--- config.mk ---
export PLATFORM = sky130hd
export DESIGN_NAME = timer_apb_regs
export DESIGN_NICKNAME = d
export VERILOG_FILES = /design/src/rtl/timer_apb_regs.sv
export SDC_FILE = /design/constraint.sdc
export NUM_CORES = 1
export LEC_CHECK = 0
export BUFFER_PORTS_ARGS = -buffer_cell sky130_fd_sc_hd__buf_2
export CAP_MARGIN = 20
export CORE_MARGIN = 8
export CORE_UTILIZATION = 44
export DETAILED_ROUTE_END_ITERATION = 8
export PLACE_DENSITY = 0.75
export RECOVER_POWER = 100
export SLEW_MARGIN = 5
export SYNTH_ARGS = -nofsm -noshare
export SYNTH_HDL_FRONTEND = slang
export SYNTH_SLANG_ARGS = --single-unit
--- constraint.sdc ---
create_clock -name clk -period 1.8 [get_ports clk]
set_input_delay 0.18 -clock clk [delete_from_list [all_inputs] [get_ports clk]]
set_output_delay 0.18 -clock clk [all_outputs]
set_load 0.02 [all_outputs]
--- src/rtl/timer_apb_regs.sv ---
// timer_apb_regs: APB3 register file driving an 8-bit up/down timer core; optional TIMER_APB_SLVERR_EN flags bad-address accesses with pslverr
module timer_apb_regs #(
  parameter int WAIT_STATES = 0,
  parameter int ADDR_W = 8
) (
  input  logic              clk,
  input  logic              rst,
  input  logic              psel,
  input  logic              penable,
  input  logic              pwrite,
  input  logic [ADDR_W-1:0] paddr,
  input  logic [7:0]        pwdata,
  output logic [7:0]        prdata,
  output logic              pready,
  output logic              pslverr,
  output logic              tmr_en,
  output logic              tmr_updown,
  output logic              tmr_init_cnt,
  output logic [7:0]        tmr_data_in,
  input  logic              tmr_over,
  input  logic              tmr_under,
  output logic              irq
);
  typedef enum logic [1:0] {IDLE, SETUP, ACCESS} state_t;
  state_t state_q, state, state_d;
  logic [1:0] cnt_q, cnt_d;
  logic [7:0] tdr, tcr;
  logic ovf, unf, init_q, en_d1, init_d1;
  logic hit, done, wr, wr_tsr, ovf_evt, unf_evt, rd_ok;
  always_ff @(posedge clk) begin
    if (rst) begin
      state_q <= IDLE;
      cnt_q <= 2'd0;
    end else begin
      state_q <= state_d;
      cnt_q <= cnt_d;
    end
  end
  always_comb begin
    state = state_q == ACCESS ? ACCESS : psel && !penable ? SETUP : IDLE;
    state_d = state == SETUP ? ACCESS : state == ACCESS && psel && cnt_q != 2'd0 ? ACCESS : IDLE;
    cnt_d = state == SETUP ? 2'(WAIT_STATES) : state == ACCESS && psel && cnt_q != 2'd0 ? cnt_q - 2'd1 : 2'd0;
  end
  always_comb begin
    rd_ok = state == ACCESS && cnt_q == 2'd0;
    pready = state != ACCESS || cnt_q == 2'd0;
    done = rd_ok && psel && penable;
    hit = paddr[ADDR_W-1:2] == '0;
    wr = done && pwrite && hit;
    wr_tsr = wr && paddr[1:0] == 2'd2;
    ovf_evt = tmr_over && en_d1 && !init_d1;
    unf_evt = tmr_under && en_d1 && !init_d1;
    prdata = !rd_ok || !hit ? 8'h00 :
             paddr[1:0] == 2'd0 ? tdr :
             paddr[1:0] == 2'd1 ? tcr :
             paddr[1:0] == 2'd2 ? {6'd0, unf, ovf} : 8'h00;
`ifdef TIMER_APB_SLVERR_EN
    pslverr = done && (!hit || paddr[1:0] == 2'd3);
`else
    pslverr = 1'b0;
`endif
    tmr_en = tcr[0];
    tmr_updown = tcr[1];
    tmr_init_cnt = init_q;
    tmr_data_in = tdr;
    irq = (ovf && tcr[2]) || (unf && tcr[3]);
  end
  always_ff @(posedge clk) begin
    if (rst) begin
      tdr <= 8'h00;
      tcr <= 8'h00;
      ovf <= 1'b0;
      unf <= 1'b0;
      init_q <= 1'b0;
      en_d1 <= 1'b0;
      init_d1 <= 1'b0;
    end else begin
      if (wr && paddr[1:0] == 2'd0) tdr <= pwdata;
      if (wr && paddr[1:0] == 2'd1) tcr <= pwdata & 8'h0F;
      init_q <= wr && paddr[1:0] == 2'd1 && pwdata[7];
      en_d1 <= tcr[0];
      init_d1 <= init_q;
      ovf <= ovf_evt || (ovf && !(wr_tsr && pwdata[0]));
      unf <= unf_evt || (unf && !(wr_tsr && pwdata[1]));
    end
  end
endmodule

==> flow_summary_export.csv, run 1 <==
group,metric,value,unit
clock_network,cts_hold_buf,0,
setup_path,crit_start,"cnt_q[0]$_SDFF_PP0_",
power,power_density,601,mW/mm2
logic_synthesis,async_flop_share,0,
logic_synthesis,synth_top_area_share,0.386,
finish,nets,184,
finish,fin_util,0.669,
detailed_routing,ant_nets,0,
global_routing,grt_pass1_vias,1042,
detailed_routing,drt_iter0_drc,16,
power,p_int,0.000712,W
status,violations,"setup timing",
die,die_area,0.00417,mm2
timing,fin_crit_sh,1.03,
global_routing,grt_pass1_wl,4790,um
setup_path,worst-endpoint-required,1.62,ns
min_path,worstHoldStart,"penable",
detailed_routing,wire_per_inst,15.3,um
logic_synthesis,yosys_warnings,0,
clock_network,cts.sinks,20,
min_path,hold_depth,2,
finish,fillCellCount,193,
detailed_routing,vias,976,
finish,final_cell_mix,"buf_2, nand2b_1, dfxtp_1",
setup_path,start_kind,"register",
logic_synthesis,syn-instance-count,110,
finish,final_area,0.00150,mm2
logic_synthesis,yosysUniqueCellTypes,31,
timing,fin_ws,-0.0495,ns
setup_path,ff2ff_setup_slack,0.13,ns
clock_network,cts-root-buf,"clkbuf_4",
die,die_w,64.6,um
timing,fmaxAchievable,0.541,GHz
global_routing,grt_overflow,0,
global_routing,antenna_found_initial,0,
finish,drive_gt1_frac,0.409,
job,cap_viol_max_count,0,
place,place_congestion,0.769,
power,p_comb_frac,0.093,
logic_synthesis,yosysSeqAreaShare,0.386,
place,place_area,0.00131,mm2
logic_synthesis,synth-main-ff-cell,"dfxtp_1",
timing,grt_setup_unrepaired,"yes",
power,vdd_ir_drop_max,0.466,mV
logic_synthesis,synth_seq_cells,20,
logic_synthesis,yosys.area.top_type,"dfxtp_1",
power,p_sw,0.000186,W
logic_synthesis,synth.area.top_cells,"dfxtp_1, mux2i_1, nand2b_1",
timing,fin_crit,1.85,ns
detailed_routing,first_pass_iters,4,
logic_synthesis,synth_edf_count,0,
clock_network,cts_tree,"built",
power,pwr-share-clk,0.413,
timing,final.setup_skew,0.00906,ns
setup_path,path_class,"reg -> out",
logic_synthesis,synth_nets,134,
die,core_area,0.00223,mm2
clock_network,path_clk_slew,0.11,ns
status,status,"finished, violations left",
place,dp_hpwl,1990,um
global_routing,grt_use_total,0.140,
clock_network,clockBufferDepth,2,
setup_path,r2r-end,"tcr[2]$_SDFFE_PP0P_",
power,p_sw_frac,0.207,
timing,slew_violations,0,
die,initial_core_util,0.465,
setup_path,arrival,1.67,ns
min_path,min_to,"state_q[1]$_SDFF_PP0_",
global_routing,grt_max_degree,27,
clock_network,clk-insertion-delay-late,0.31,ns
die,pin_count,45,
min_path,min_path_type,"in -> reg",
timing,holdWs,0.0635,ns
timing,fin_setup_tns,-0.143,ns
finish,mostFrequentLayoutCell,"buf_2",
clock_network,ctsHtreeMaxLevel,1,
power,seqPwrFrac,0.494,
detailed_routing,vias_per_cell,5.22,
setup_path,cp-end-kind,"output pin",
logic_synthesis,avgSynthCellArea,9.44,um2
setup_path,rr_startpoint,"cnt_q[0]$_SDFF_PP0_",
die,rows,17,
setup_path,r2r_cells,5,
finish,insertedDiodeCount,0,
finish,areaGrowthSynthToFinish,44.0,%
place,numPortBuffers,43,
clock_network,cts_buffers,3,
setup_path,critPathMaxFanout,5,
detailed_routing,drt-total-wl,2860,um
logic_synthesis,synth_area,0.00104,mm2
detailed_routing,drc,0,
die,die_y,64.6,um
timing,finalSetupViolations,4,
timing,finalHoldViolations,0,
power,p_leak,0.650,nW
worst max-delay path: stages, from the launching register on:
cell and delay, ns:
dfxtp_2 0.34, inv_2 0.06, ha_4 0.13, buf_6 0.11, nand2_4 0.05, or3_4 0.40, nor3_4 0.15, buf_6 0.14
power groups by stage:
stage / logic (W) / registers [W] / clock network [W]
2_1_floorplan: 0.0000415 / 0.000454 / 0
3_3_place_gp: 0.0000720 / 0.000454 / 0
3_5_place_dp: 0.0000738 / 0.000454 / 0
4_1_cts: 0.0000810 / 0.000444 / 0.000374
5_1_grt: 0.0000903 / 0.000444 / 0.000392
6_report: 0.0000836 / 0.000444 / 0.000370
worst max path at each step:
stage | end | cells past startpoint
floorplan | prdata[2] | 3
global placement | prdata[3] | 5
finish | prdata[3] | 7
global route | prdata[2] | 7
CTS | prdata[3] | 7
detailed placement | prdata[3] | 5
flip-flops by register name (all words and copies together) (netlist names):
signal / count
tmr_data_in: 8
state_q: 1
cnt_q: 2
init_d1: 1
ovf: 1
tcr: 4
unf: 1
en_d1: 1
tmr_init_cnt: 1
layer usage:
layer,share of wire,GRT usage
met5,0,0
met4,0.018,0.0654
met3,0.080,0.0550
met2,0.46,0.229
met1,0.44,0.155
timing repair:
| item | 4_1_cts | 5_1_grt |
|---|---|---|
| setup endpoints to repair | 8 | 12 |
| gates resized for setup | 19 | 17 |
| pin swaps | 7 | 3 |
| buffers inserted | 2 | 0 |
final cells by class:
cell class | count | area, um2 | area share
clock buffers | 3 | 22.5 | 0.0151
clock inverters | 1 | 30.0 | 0.0201
inverters | 4 | 15.0 | 0.0100
multi-input cells | 80 | 683 | 0.457
flip-flops and latches | 20 | 402 | 0.269
well taps | 28 | 35.0 | 0.0234
repair buffers | 51 | 308 | 0.206
cell families after synthesis:
logic type,after synthesis,synth area share
flops,20,0.386
simple gates,54,0.347
other cells,1,0.00361
fa+ha+maj,1,0.0120
compound gates,8,0.0566
buf+inv,10,0.0410
mux,16,0.154
through the flow:
stage / setup slack (ns) / power, W / instances
4_1_cts: -0.0434 / 0.000899 / 187
2_1_floorplan: -0.0599 / 0.000496 / 110
5_1_grt: -0.115 / 0.000927 / 187
6_report: -0.0495 / 0.000898 / 187
3_5_place_dp: -0.0396 / 0.000528 / 181
3_3_place_gp: -0.00777 / 0.000526 / 181
cell usage after synthesis, types with 4 or more instances:
cell and instances:
nor3_1 5, inv_1 4, dfxtp_1 20, mux2i_1 16, nor2_1 4, and2_1 4, clkbuf_1 4, nand2b_1 22
nor2b_1 4
No activity file was read; power rests on OpenSTA's default activity.
==> inputs of run 2 (changes only) <==
--- a/config.mk
+++ b/config.mk
@@ -7,10 +7,13 @@
 export LEC_CHECK = 0
 export BUFFER_PORTS_ARGS = -buffer_cell sky130_fd_sc_hd__buf_2
 export CAP_MARGIN = 20
+export CELL_PAD_IN_SITES_DETAIL_PLACEMENT = 2
+export CELL_PAD_IN_SITES_GLOBAL_PLACEMENT = 2
 export CORE_MARGIN = 8
-export CORE_UTILIZATION = 44
+export CORE_UTILIZATION = 26
 export DETAILED_ROUTE_END_ITERATION = 8
-export PLACE_DENSITY = 0.75
+export GPL_ROUTABILITY_DRIVEN = 0
+export PLACE_DENSITY_LB_ADDON = 0.1
 export RECOVER_POWER = 100
 export SLEW_MARGIN = 5
 export SYNTH_ARGS = -nofsm -noshare
==> flow_summary_export.csv, run 2 (synthesis results as in run 1) <==
group,metric,value,unit
finish,drive_gt1_frac,0.371,
timing,grt_setup_unrepaired,"yes",
detailed_routing,first_pass_iters,4,
clock_network,ctsHtreeMaxLevel,1,
timing,finalHoldViolations,0,
global_routing,grt_pass1_vias,1150,
global_routing,antenna_found_initial,0,
setup_path,critPathMaxFanout,5,
timing,maxSlewHeadroom,0.435,
global_routing,grt_max_degree,27,
clock_network,cts.sinks,20,
global_routing,grt_use_total,0.113,
die,initial_core_util,0.265,
status,status,"finished, violations left",
setup_path,crit_slowest_cell,"or3_4",
setup_path,max_stage_delay,0.41,ns
setup_path,cp-end-kind,"output pin",
detailed_routing,vias,972,
detailed_routing,wire_per_inst,16.4,um
clock_network,cts_hold_buf,0,
power,power_density,638,mW/mm2
place,placed_cells,203,
detailed_routing,drt-total-wl,3440,um
finish,fillCellCount,451,
detailed_routing,ant_nets,0,
finish,largest_register_ffs,8,
finish,nets,184,
setup_path,crit_buf_inv,3,
global_routing,grt_pass1_wl,5580,um
timing,fin_ws,-0.00454,ns
die,die_area,0.00627,mm2
finish,fin_util,0.394,
job,cap_viol_max_count,0,
finish,final_area,0.00154,mm2
finish,areaGrowthSynthToFinish,48.4,%
timing,fin_crit_sh,1.00,
setup_path,path_class,"reg -> out",
global_routing,grt_overflow,0,
clock_network,clockBufferDepth,2,
timing,fmaxAchievable,0.554,GHz
die,rows,23,
timing,fin_crit,1.80,ns
setup_path,start_kind,"register",
clock_network,path_clk_slew,0.07,ns
finish,mostFrequentLayoutCell,"nand2b_1",
die,die_y,79.2,um
setup_path,critPathTopFamily,"simple AND/OR/NAND/NOR gates",
die,core_area,0.00391,mm2
power,vdd_ir_drop_max,0.252,mV
detailed_routing,vias_per_cell,4.65,
place,dp_hpwl,2650,um
timing,final.setup_skew,0.00918,ns
place,dp_slack,-0.0755,ns
timing,holdWs,0.126,ns
setup_path,cp_cell_sequence,"inv_2 -> ha_4 -> buf_6 -> nand2_4 -> or3_4 -> nor2_1 -> buf_4",
place,place_area,0.00135,mm2
setup_path,arrival,1.62,ns
clock_network,clk-insertion-delay-late,0.26,ns
detailed_routing,drc,0,
detailed_routing,drt_iter0_drc,21,
timing,tightest_slew,0.848,ns
timing,slew_violations,0,
clock_network,cts_tree,"built",
die,die_w,79.2,um
status,violations,"setup timing",
finish,insertedDiodeCount,0,
timing,finalSetupViolations,2,
clock_network,cts_buffers,3,
setup_path,worst-endpoint-required,1.62,ns
finish,layout.cells.non_filler,209,
min_path,min_path_type,"in -> reg",
place,numPortBuffers,43,
clock_network,cts-root-buf,"clkbuf_8",
power,p_leak,0.653,nW
finish,final_cell_mix,"nand2b_1, buf_2, dfxtp_1",
die,pin_count,45,
-- run 2: cell count changes in the layout (fill, tap and decap cells not counted), sizes merged --
cell,delta
buf,-3
clkbuf,+3
-- run 2: per-layer routing --
| metal | part of all wire | track usage |
|---|---|---|
| met5 | 0 | 0 |
| met2 | 0.54 | 0.213 |
| met3 | 0.069 | 0.0361 |
| met1 | 0.39 | 0.116 |
| met4 | 0.0070 | 0.0278 |
-- run 2: metrics by stage --
step,setup TNS [ns],total power [W]
finish,-0.00852,0.000983
global placement,-0.104,0.000529
detailed placement,-0.190,0.000532
CTS,-0.0575,0.000997
floorplan,-0.120,0.000496
global route,-0.406,0.00102
-- run 2: what timing repair did --
action | CTS | global route
resized for setup | 17 | 16
endpoints found under the setup margin | 9 | 12
gates cloned | 0 | 0
pin swaps | 5 | 2
buffers inserted | 1 | 1
-- run 2: final timing paths --
path	depth (start not counted)	slack (ns)	startpoint	end
setup reg to reg	6	0.06	cnt_q[0]$_SDFF_PP0_	tcr[0]$_SDFFE_PP0P_
hold reg to reg	1	0.41	cnt_q[0]$_SDFF_PP0_	cnt_q[0]$_SDFF_PP0_
hold / removal	2	0.13	penable	state_q[1]$_SDFF_PP0_
setup / recovery	7	-0.005	cnt_q[0]$_SDFF_PP0_	prdata[0]
-- run 2: power breakdown --
group | internal, W | switching, W | leakage (nW) | total (W)
registers | 0.000443 | 0.000000483 | 0.162 | 0.000444
clock network | 0.000297 | 0.000156 | 0.0357 | 0.000453
logic | 0.0000433 | 0.0000432 | 0.456 | 0.0000865
total | 0.000783 | 0.000200 | 0.653 | 0.000983
-- run 2: cell type report --
| type | instances | area [um2] | area share |
|---|---|---|---|
| multi-input cells | 80 | 674 | 0.437 |
| well taps | 50 | 62.6 | 0.0406 |
| repair buffers | 51 | 317 | 0.205 |
| clock inverters | 1 | 30.0 | 0.0195 |
| inverters | 4 | 15.0 | 0.00974 |
| clock buffers | 3 | 41.3 | 0.0268 |
| flip-flops and latches | 20 | 402 | 0.261 |
==> inputs of run 3 (changes only) <==
--- a/config.mk
+++ b/config.mk
@@ -6,11 +6,10 @@
 export NUM_CORES = 1
 export LEC_CHECK = 0
 export BUFFER_PORTS_ARGS = -buffer_cell sky130_fd_sc_hd__buf_2
-export CAP_MARGIN = 20
 export CELL_PAD_IN_SITES_DETAIL_PLACEMENT = 2
 export CELL_PAD_IN_SITES_GLOBAL_PLACEMENT = 2
 export CORE_MARGIN = 8
-export CORE_UTILIZATION = 26
+export CORE_UTILIZATION = 28
 export DETAILED_ROUTE_END_ITERATION = 8
 export GPL_ROUTABILITY_DRIVEN = 0
 export PLACE_DENSITY_LB_ADDON = 0.1
==> constraint.sdc (replaced) <==
create_clock -name clk -period 2.25 [get_ports clk]
set_input_delay 0.225 -clock clk [delete_from_list [all_inputs] [get_ports clk]]
set_output_delay 0.225 -clock clk [all_outputs]
set_load 0.02 [all_outputs]
==> flow_summary_export.csv, run 3 (synthesis results as in run 1) <==
group,metric,value,unit
min_path,min_path_type,"in -> reg",
timing,fin_crit_sh,0.912,
timing,slew_violations,0,
place,dp_hpwl,2630,um
clock_network,post_cts_buffers,0,
finish,final_area,0.00131,mm2
power,p_leak,0.548,nW
die,core_area,0.00361,mm2
detailed_routing,drt-total-wl,3260,um
detailed_routing,wire_per_inst,16.3,um
global_routing,grt_use_total,0.113,
setup_path,critPathTopFamily,"simple AND/OR/NAND/NOR gates",
power,power_density,492,mW/mm2
timing,fin_setup_tns,0,ns
clock_network,clockBufferDepth,2,
status,status,"finished clean",
finish,mostFrequentLayoutCell,"buf_2",
setup_path,start_kind,"input port",
global_routing,grt_pass1_wl,5320,um
detailed_routing,vias,934,
place,placed_cells,197,
die,die_y,76.9,um
place,numPortBuffers,43,
setup_path,r2r_cells,5,
setup_path,critPathMaxFanout,5,
setup_path,max_stage_delay,0.57,ns
clock_network,cts_tree,"built",
setup_path,crit_slowest_cell,"or4_4",
timing,grt_setup_unrepaired,"no",
min_path,min_to,"state_q[1]$_SDFF_PP0_",
detailed_routing,first_pass_iters,3,
finish,layout.cells.non_filler,200,
setup_path,cp-end-kind,"output pin",
timing,finalSetupViolations,0,
die,pin_count,45,
job,cap_viol_max_count,0,
die,die_area,0.00591,mm2
detailed_routing,drc,0,
timing,maxSlewHeadroom,0.473,
setup_path,cp_cell_sequence,"buf_2 -> or4_4 -> or3_1 -> nor3_1 -> clkbuf_1",
setup_path,rr_startpoint,"cnt_q[0]$_SDFF_PP0_",
timing,finalHoldViolations,0,
clock_network,path_clk_slew,0.07,ns
timing,fin_ws,0.197,ns
clock_network,cts_resized,0,
setup_path,crit_buf_inv,2,
global_routing,antenna_found_initial,0,
setup_path,worst-endpoint-required,2.03,ns
finish,final_cell_mix,"buf_2, nand2b_1, dfxtp_1",
timing,fin_crit,2.05,ns
global_routing,grt_pass1_vias,1080,
finish,nets,178,
global_routing,grt_overflow,0,
setup_path,r2r-end,"tcr[1]$_SDFFE_PP0P_",
die,initial_core_util,0.288,
clock_network,cts-root-buf,"clkbuf_8",
finish,areaGrowthSynthToFinish,26.5,%
clock_network,ctsHtreeMaxLevel,1,
detailed_routing,vias_per_cell,4.67,
clock_network,cts_buffers,3,
timing,tightest_slew,0.790,ns
global_routing,grt_max_degree,27,
setup_path,path_class,"in -> out",
power,vdd_ir_drop_max,0.188,mV
timing,fmaxAchievable,0.487,GHz
place,dp_slack,0.260,ns
clock_network,cts_hold_buf,0,
setup_path,arrival,1.83,ns
clock_network,clk-insertion-delay-late,0.25,ns
detailed_routing,drt_iter0_drc,14,
finish,insertedDiodeCount,0,
min_path,hold_depth,2,
min_path,worstHoldStart,"penable",
clock_network,cts.sinks,20,
setup_path,ff2ff_setup_slack,0.39,ns
die,rows,22,
place,place_area,0.00130,mm2
timing,final.setup_skew,0.000845,ns
finish,drive_gt1_frac,0.217,
finish,largest_register_ffs,8,
detailed_routing,ant_nets,0,
die,die_w,76.9,um
-- run 3: stage by stage --
stage / utilization / total power (W) / hold slack [ns]
global placement: 0.361 / 0.000421 / 0.398
detailed placement: 0.361 / 0.000423 / 0.421
floorplan: - / 0.000397 / 0.313
finish: 0.364 / 0.000646 / 0.149
CTS: 0.372 / 0.000661 / 0.144
global route: 0.364 / 0.000680 / 0.152
-- run 3: worst max path at each step --
stage                        start         to  slack [ns]  cells after the start
4_1_cts        cnt_q[0]$_SDFF_PP0_  prdata[2]        0.25                      6
6_report                  paddr[3]  prdata[2]        0.20                      5
5_1_grt        cnt_q[0]$_SDFF_PP0_  prdata[2]        0.10                      6
3_3_place_gp              paddr[3]  prdata[2]        0.30                      5
3_5_place_dp              paddr[3]  prdata[2]        0.26                      5
2_1_floorplan             paddr[3]  prdata[2]        0.30                      3
-- run 3: metal layers --
metal / global-route usage / vias to the layer above / part of all wire
li1: - / 460 / -
met3: 0.0315 / 4 / 0.039
met1: 0.122 / 445 / 0.42
met2: 0.205 / 25 / 0.53
met4: 0.0346 / 0 / 0.012
met5: 0 / - / 0
-- run 3: worst register-to-register path: stages, from the launching register on --
cell and delay, ns:
dfxtp_1 0.32, inv_1 0.06, ha_1 0.20, or4bb_1 0.40, or4_1 0.59, mux2i_1 0.18
-- run 3: where the power goes --
part,internal [W],switching (W),leakage (nW),total [W]
combinational,0.0000295,0.0000287,0.366,0.0000582
clock,0.000119,0.000113,0.0216,0.000232
sequential,0.000355,0.00000109,0.161,0.000356
-- run 3: layout make-up --
| class | count | area (um2) |
|---|---|---|
| flip-flops and latches | 20 | 400 |
| clock buffers | 3 | 41.3 |
| fillers | 431 | 2290 |
| well taps | 48 | 60.1 |
| inverters | 4 | 15.0 |
| multi-input cells | 80 | 596 |
| repair buffers | 45 | 201 |
